==> src/rtl/reg_bank.sv <==
// reg_bank: DEPTH x WIDTH registers with one hold/load/increment/clear port, two read ports, a wrap pulse and dirty flags.
// Latency: ops land on the next clock edge and reads are combinational. With READ_BYPASS_EN, reads forward the pending write.
// Backpressure: none. An op is accepted every cycle, and an op whose addr is out of range acts as hold.
module reg_bank #(
    parameter int WIDTH  = 16,
    parameter int DEPTH  = 8,
    parameter int ADDR_W = 3
) (
    input  logic              clock,
    input  logic              reset_n,
    input  logic [1:0]        op,
    input  logic [ADDR_W-1:0] addr,
    input  logic [WIDTH-1:0]  in,
    input  logic [ADDR_W-1:0] raddr_a,
    output logic [WIDTH-1:0]  out_a,
    input  logic [ADDR_W-1:0] raddr_b,
    output logic [WIDTH-1:0]  out_b,
    output logic              wrap,
    output logic [DEPTH-1:0]  dirty
);

    localparam logic [1:0] OP_HOLD = 2'b00;
    localparam logic [1:0] OP_LOAD = 2'b01;
    localparam logic [1:0] OP_INC  = 2'b10;
    localparam logic [1:0] OP_CLR  = 2'b11;

    logic [WIDTH-1:0] r_mem [DEPTH];
    logic [DEPTH-1:0] r_dirty;
    logic             r_wrap;

    logic [DEPTH-1:0] w_sel;
    logic             w_addr_ok;
    logic [WIDTH-1:0] w_old;
    logic [WIDTH-1:0] w_inc;
    logic             w_carry;
    logic [WIDTH-1:0] w_next;
    logic [WIDTH-1:0] w_rd_a;
    logic [WIDTH-1:0] w_rd_b;

    // The decode loop only matches addresses below DEPTH, so out-of-range addresses select nothing and read back as zero.
    always_comb begin
        w_sel  = '0;
        w_old  = '0;
        w_rd_a = '0;
        w_rd_b = '0;
        for (int i = 0; i < DEPTH; i++) begin
            if (addr == ADDR_W'(i)) begin
                w_sel[i] = 1'b1;
                w_old    = r_mem[i];
            end
            if (raddr_a == ADDR_W'(i)) w_rd_a = r_mem[i];
            if (raddr_b == ADDR_W'(i)) w_rd_b = r_mem[i];
        end
    end

    assign w_addr_ok        = |w_sel;
    assign {w_carry, w_inc} = {1'b0, w_old} + {{WIDTH{1'b0}}, 1'b1};

    always_comb begin
        w_next = w_old;
        case (op)
            OP_LOAD: w_next = in;
            OP_INC:  w_next = w_inc;
            OP_CLR:  w_next = '0;
            default: w_next = w_old;
        endcase
    end

    always_ff @(posedge clock or negedge reset_n) begin
        if (!reset_n) begin
            for (int i = 0; i < DEPTH; i++) r_mem[i] <= '0;
            r_dirty <= '0;
            r_wrap  <= 1'b0;
        end else begin
            r_wrap <= w_addr_ok && (op == OP_INC) && w_carry;
            for (int i = 0; i < DEPTH; i++) begin
                if (w_sel[i] && (op != OP_HOLD)) begin
                    r_mem[i]   <= w_next;
                    r_dirty[i] <= (op != OP_CLR);
                end
            end
        end
    end

`ifdef READ_BYPASS_EN
    logic w_fwd_a;
    logic w_fwd_b;

    // A matching read address implies it is in range, because w_addr_ok already requires addr < DEPTH.
    assign w_fwd_a = reset_n && w_addr_ok && (op != OP_HOLD) && (raddr_a == addr);
    assign w_fwd_b = reset_n && w_addr_ok && (op != OP_HOLD) && (raddr_b == addr);
    assign out_a   = w_fwd_a ? w_next : w_rd_a;
    assign out_b   = w_fwd_b ? w_next : w_rd_b;
`else
    assign out_a = w_rd_a;
    assign out_b = w_rd_b;
`endif

    assign wrap  = r_wrap;
    assign dirty = r_dirty;

endmodule

==> config.mk <==
export PLATFORM = sky130hd
export DESIGN_NAME = reg_bank
export DESIGN_NICKNAME = d
export VERILOG_FILES = /design/src/rtl/reg_bank.sv
export SDC_FILE = /design/constraint.sdc
export NUM_CORES = 1
export LEC_CHECK = 0
export CORE_UTILIZATION = 55
export DETAILED_ROUTE_END_ITERATION = 12
export GPL_ROUTABILITY_DRIVEN = 1
export PLACE_DENSITY = 0.76
export REMOVE_ABC_BUFFERS = 1
export SLEW_MARGIN = 20
export SYNTH_ARGS = -nofsm -noshare
export SYNTH_HDL_FRONTEND = slang
export SYNTH_SLANG_ARGS = --single-unit
==> constraint.sdc <==
create_clock -name clock -period 4.3 [get_ports clock]
set_clock_uncertainty 0.2 [all_clocks]
set_input_delay 0.43 -clock clock [delete_from_list [all_inputs] [get_ports clock]]
set_output_delay 0.43 -clock clock [all_outputs]
set_load 0.01 [all_outputs]
==> results <==
- The largest individual stage delay along the critical path comes from the cell sky130_fd_sc_hd__clkdlybuf4s50_1.
- After the last flow step, the layout net total stands at 1,082.
- The post-layout worst setup margin is 0.526 ns.
- For this run, the total global-route usage over all layers was measured as 0.383.
- The clock root buffer is sky130_fd_sc_hd__clkbuf_16.
- The number of I/O pins is 70.
- In this run the worst path has a maximum fanout of 20.
- The count of cell types in the netlist is 71.
- The height of the die is 131 um.
- In this run the worst hold path is classified as register to register.
- Dividing the detail-routed wire length by the instance count gives 24.2 um.
- The number of detailed-routing iterations run before antenna repair is 6.
- The detail-routed via count per cell is 6.81.
- The clock insertion delay at the later pin of the skew report is 0.43 ns.
- Counting the buffers created by CTS gives 17.
- For the pin with the worst max-slew slack, the measured transition is 1.13 ns.
- The signal on the critical path passes through clkdlybuf4s50_1 -> buf_4 -> inv_2 -> a22oi_1 -> a21oi_1 -> or2_2 -> ha_1 -> nand2b_1 -> or4b_1 -> nor3_2 -> buf_4 -> nand2_1 -> a211oi_2 -> o21ai_0.
- The worst-case hold slack is 0.308 ns.
- The post-CTS resize count is 0.
- The total leakage power is 4.53 nW.
- The prevailing post-synth register cell is sky130_fd_sc_hd__dfrtp_1.
- The overflow left after global routing is 0.
- Yosys mapped a number of flops with a built-in enable equal to 0.
- The final wirelength is 30,900 um.
- The clock net in this run drives a total of 137 sinks.
- Compared with the post-synthesis result, the final layout area differs by 16.9%.
- Of the cells placed in the final design, the portion with a size suffix greater than 1 is 0.169.
- The cell repeated most along the worst path is sky130_fd_sc_hd__buf_4.
- Before CTS, the worst setup slack after placement is 0.195 ns.
- The placement-stage cell area is 10,100 um^2.
- Yosys attributes the largest share of cell area to sky130_fd_sc_hd__dfrtp_1 38%, sky130_fd_sc_hd__mux4_2 8.1%, sky130_fd_sc_hd__nand2_1 6.8%, sky130_fd_sc_hd__o21ai_0 6.1%, sky130_fd_sc_hd__mux2i_1 4.4%.
- The timing-limited maximum frequency is 265 MHz.
- Once layout is done, the placed cells without fillers occupy 10,700 um^2.
- The die is 131 um wide.
- The layout has 1,267 filler cells.
- The overall die area is 17,100 um^2.
- The count of buffers inserted at the top-level ports is 69.
- The CTS clock-pin slew for the worst setup and hold paths is 0.06 ns.
- The CTS tree is yes.
- The family of cells with the greatest summed delay on the critical path is buffers and inverters.
- Once detailed placement completed, the half-perimeter wirelength came to 21,500 um.
- The most instantiated library cell after synthesis is sky130_fd_sc_hd__nand2_1.
- Data arrives at the worst endpoint at 3.85 ns.
- The via count of the first global-routing pass is 8,285.
- In the finished design, the share of the clock period the worst path needs comes to 0.878.
- Counting I/O delays and the setup requirement, the final critical path takes 3.77 ns.
- The first global-routing pass estimated 47,700 um of wire.
- The repair_antennas step left the layout with diodes totalling 0.
- Setup repair after global routing left no endpoint under its margin.
- Across all layers, the routed design uses 8,723 vias.
- The share of synthesized area in the top cell type comes to 0.375.
- The number of antenna violations at the first check in global routing was 0.
- The cell area after synthesis is 9140 um^2.
- The number of synthesized register bits is 137.
- The number of standard cells after synthesis is 991.
- The worst setup path is captured at a register.
- The total of warnings raised by yosys is 0.
- The initialized floorplan defines 46 standard-cell rows.
- The number of slew-limit violations in the final report was 0.
- The number of levels in the clock H-tree is 4.
- The residual antenna-violating net count after detailed routing is 0.
- At the end of routability-driven placement, the weighted congestion stood at 1.06.
- The total count of hold-check failures in the final report is 0.
- The detailed-route DRC error count is 0.
- The number of buffers and inverters on the critical path is 4.
- The count of endpoints failing setup in the final report is 0.
- STA puts the critical path data required time at 4.38 ns.
- The final-layout setup total negative slack is 0 ns.
- The number of maximum-capacitance constraint violations is 0.
- The remaining max-slew budget at the tightest pin is 0.244.
- The maximum number of pins on one net before global-route repair is 92.
- IR analysis of the VDD net gives a maximum drop of 0.312 mV.
- STA classifies the critical path startpoint as a primary input.
- The biggest area contributor in the post-synthesis netlist is sky130_fd_sc_hd__dfrtp_1.
- The async set-reset flop share out of synthesis is 1.00.
- After synthesis, the mean cell area works out to 9.22 um^2.
- By startpoint and endpoint, the worst setup path is classified as primary input to register.
- The overall power after layout is 4.84 mW.
- The clock passes through at most 2 buffers.
- The commonest cells after synthesis are 166 x sky130_fd_sc_hd__nand2_1, 137 x sky130_fd_sc_hd__dfrtp_1, 112 x sky130_fd_sc_hd__o21ai_0.
- Buffers added to address setup during post-CTS repair amount to 0.
- After the first detailed-routing iteration, the DRC count stood at 1,233.
- The initial utilization of the core area, before any placement, comes to 0.569.
- The floorplan core area is 16,100 um^2.
- The power per unit of standard cell area is 453 nW/um^2.
- The sequential area share after synthesis is 0.375.
- The flow ran to the end, and the final reports show no timing, DRC or antenna violations.
- The delay contributed by the slowest stage of the critical path is 0.59 ns.
[final timing paths]
kind	start	endpoint	slack, ns	cells past startpoint
hold reg to reg	r_mem[19]	r_mem[19]	0.31	2
hold / removal	r_mem[19]	r_mem[19]	0.31	2
setup reg to reg	r_mem[96]	r_mem[26]	0.78	12
setup / recovery	addr[0]	r_mem[26]	0.53	14
min in group asynchronous	reset_n	r_mem[23]	0.47	2
max in group asynchronous	reset_n	r_mem[80]	2.55	3
[cell families (layout without fill, tap and decap cells)]
kind of cell,count (synthesis),count (layout),synth area share
and+or+nand+nor,343,343,0.171
AOI/OAI and AO/OA,318,318,0.234
DFF,137,137,0.375
muxes,104,104,0.170
buffers and inverters,84,157,0.0450
xor gates and xnor gates,4,4,0.00383
adders and majority gates,1,1,0.00137
[power by group]
part           leakage (nW)  switching, mW  internal [mW]
clock network         0.299          0.573          0.974
registers              1.72          0.337           1.56
logic                  2.51          0.716          0.681
[worst min-delay path, stage by stage (launching register included)]
cell,delay (ns)
sky130_fd_sc_hd__dfrtp_1,0.35
sky130_fd_sc_hd__nand2_1,0.05
sky130_fd_sc_hd__o21ai_0,0.06
[area by class of cell]
cell class,count,area [um^2],area share
Clock buffer,22,484,0.0453
Tap cell,216,270,0.0253
Timing Repair Buffer,115,1020,0.0956
Clock inverter,9,140,0.0131
Sequential cell,137,3430,0.321
Inverter,11,41.3,0.00386
Multi-Input combinational cell,770,5300,0.496
[flip-flops by register name, summed over array words and instances (netlist names)]
name and count:
wrap 1, dirty 8, r_mem 128
[layer usage]
layer,vias to the layer above,share of wire,GRT usage
li1,3804,-,-
met1,4132,0.39,0.510
met5,-,0,0
met3,119,0.12,0.109
met4,0,0.053,0.222
met2,668,0.44,0.560
[cells in the final DEF, fill, tap and decap left out, drive strengths merged, types with 5 or more instances in the layout]
cell           count
nand2            166
dfrtp            137
o21ai            130
nor2              99
clkdlybuf4s50     62
buf               52
a21oi             47
mux2i             40
mux4              37
a22o              29
mux2              27
clkbuf            22
o22ai             20
nand3             18
o221ai            16
nor2b             13
a221oi            11
a22oi             10
a31oi             10
and3               9
inv                9
o22a               8
a211oi             8
nor3               8
nand2b             7
or2                6
clkinv             6
a221o              5
a21o               5
[timing repair]
| action | in CTS | in global routing |
|---|---|---|
| hold endpoints to repair | 89 | 0 |
| endpoints found under the setup margin | 0 | 0 |
| hold buffers | 1 | 0 |
[through the flow]
step / util / cells
after floorplan: - / 918
after global placement: 0.626 / 1248
after detailed placement: 0.626 / 1248
after CTS: 0.666 / 1280
after global routing: 0.666 / 1280
final: 0.666 / 1280
Note: power is estimated with default switching activity, not from simulation.
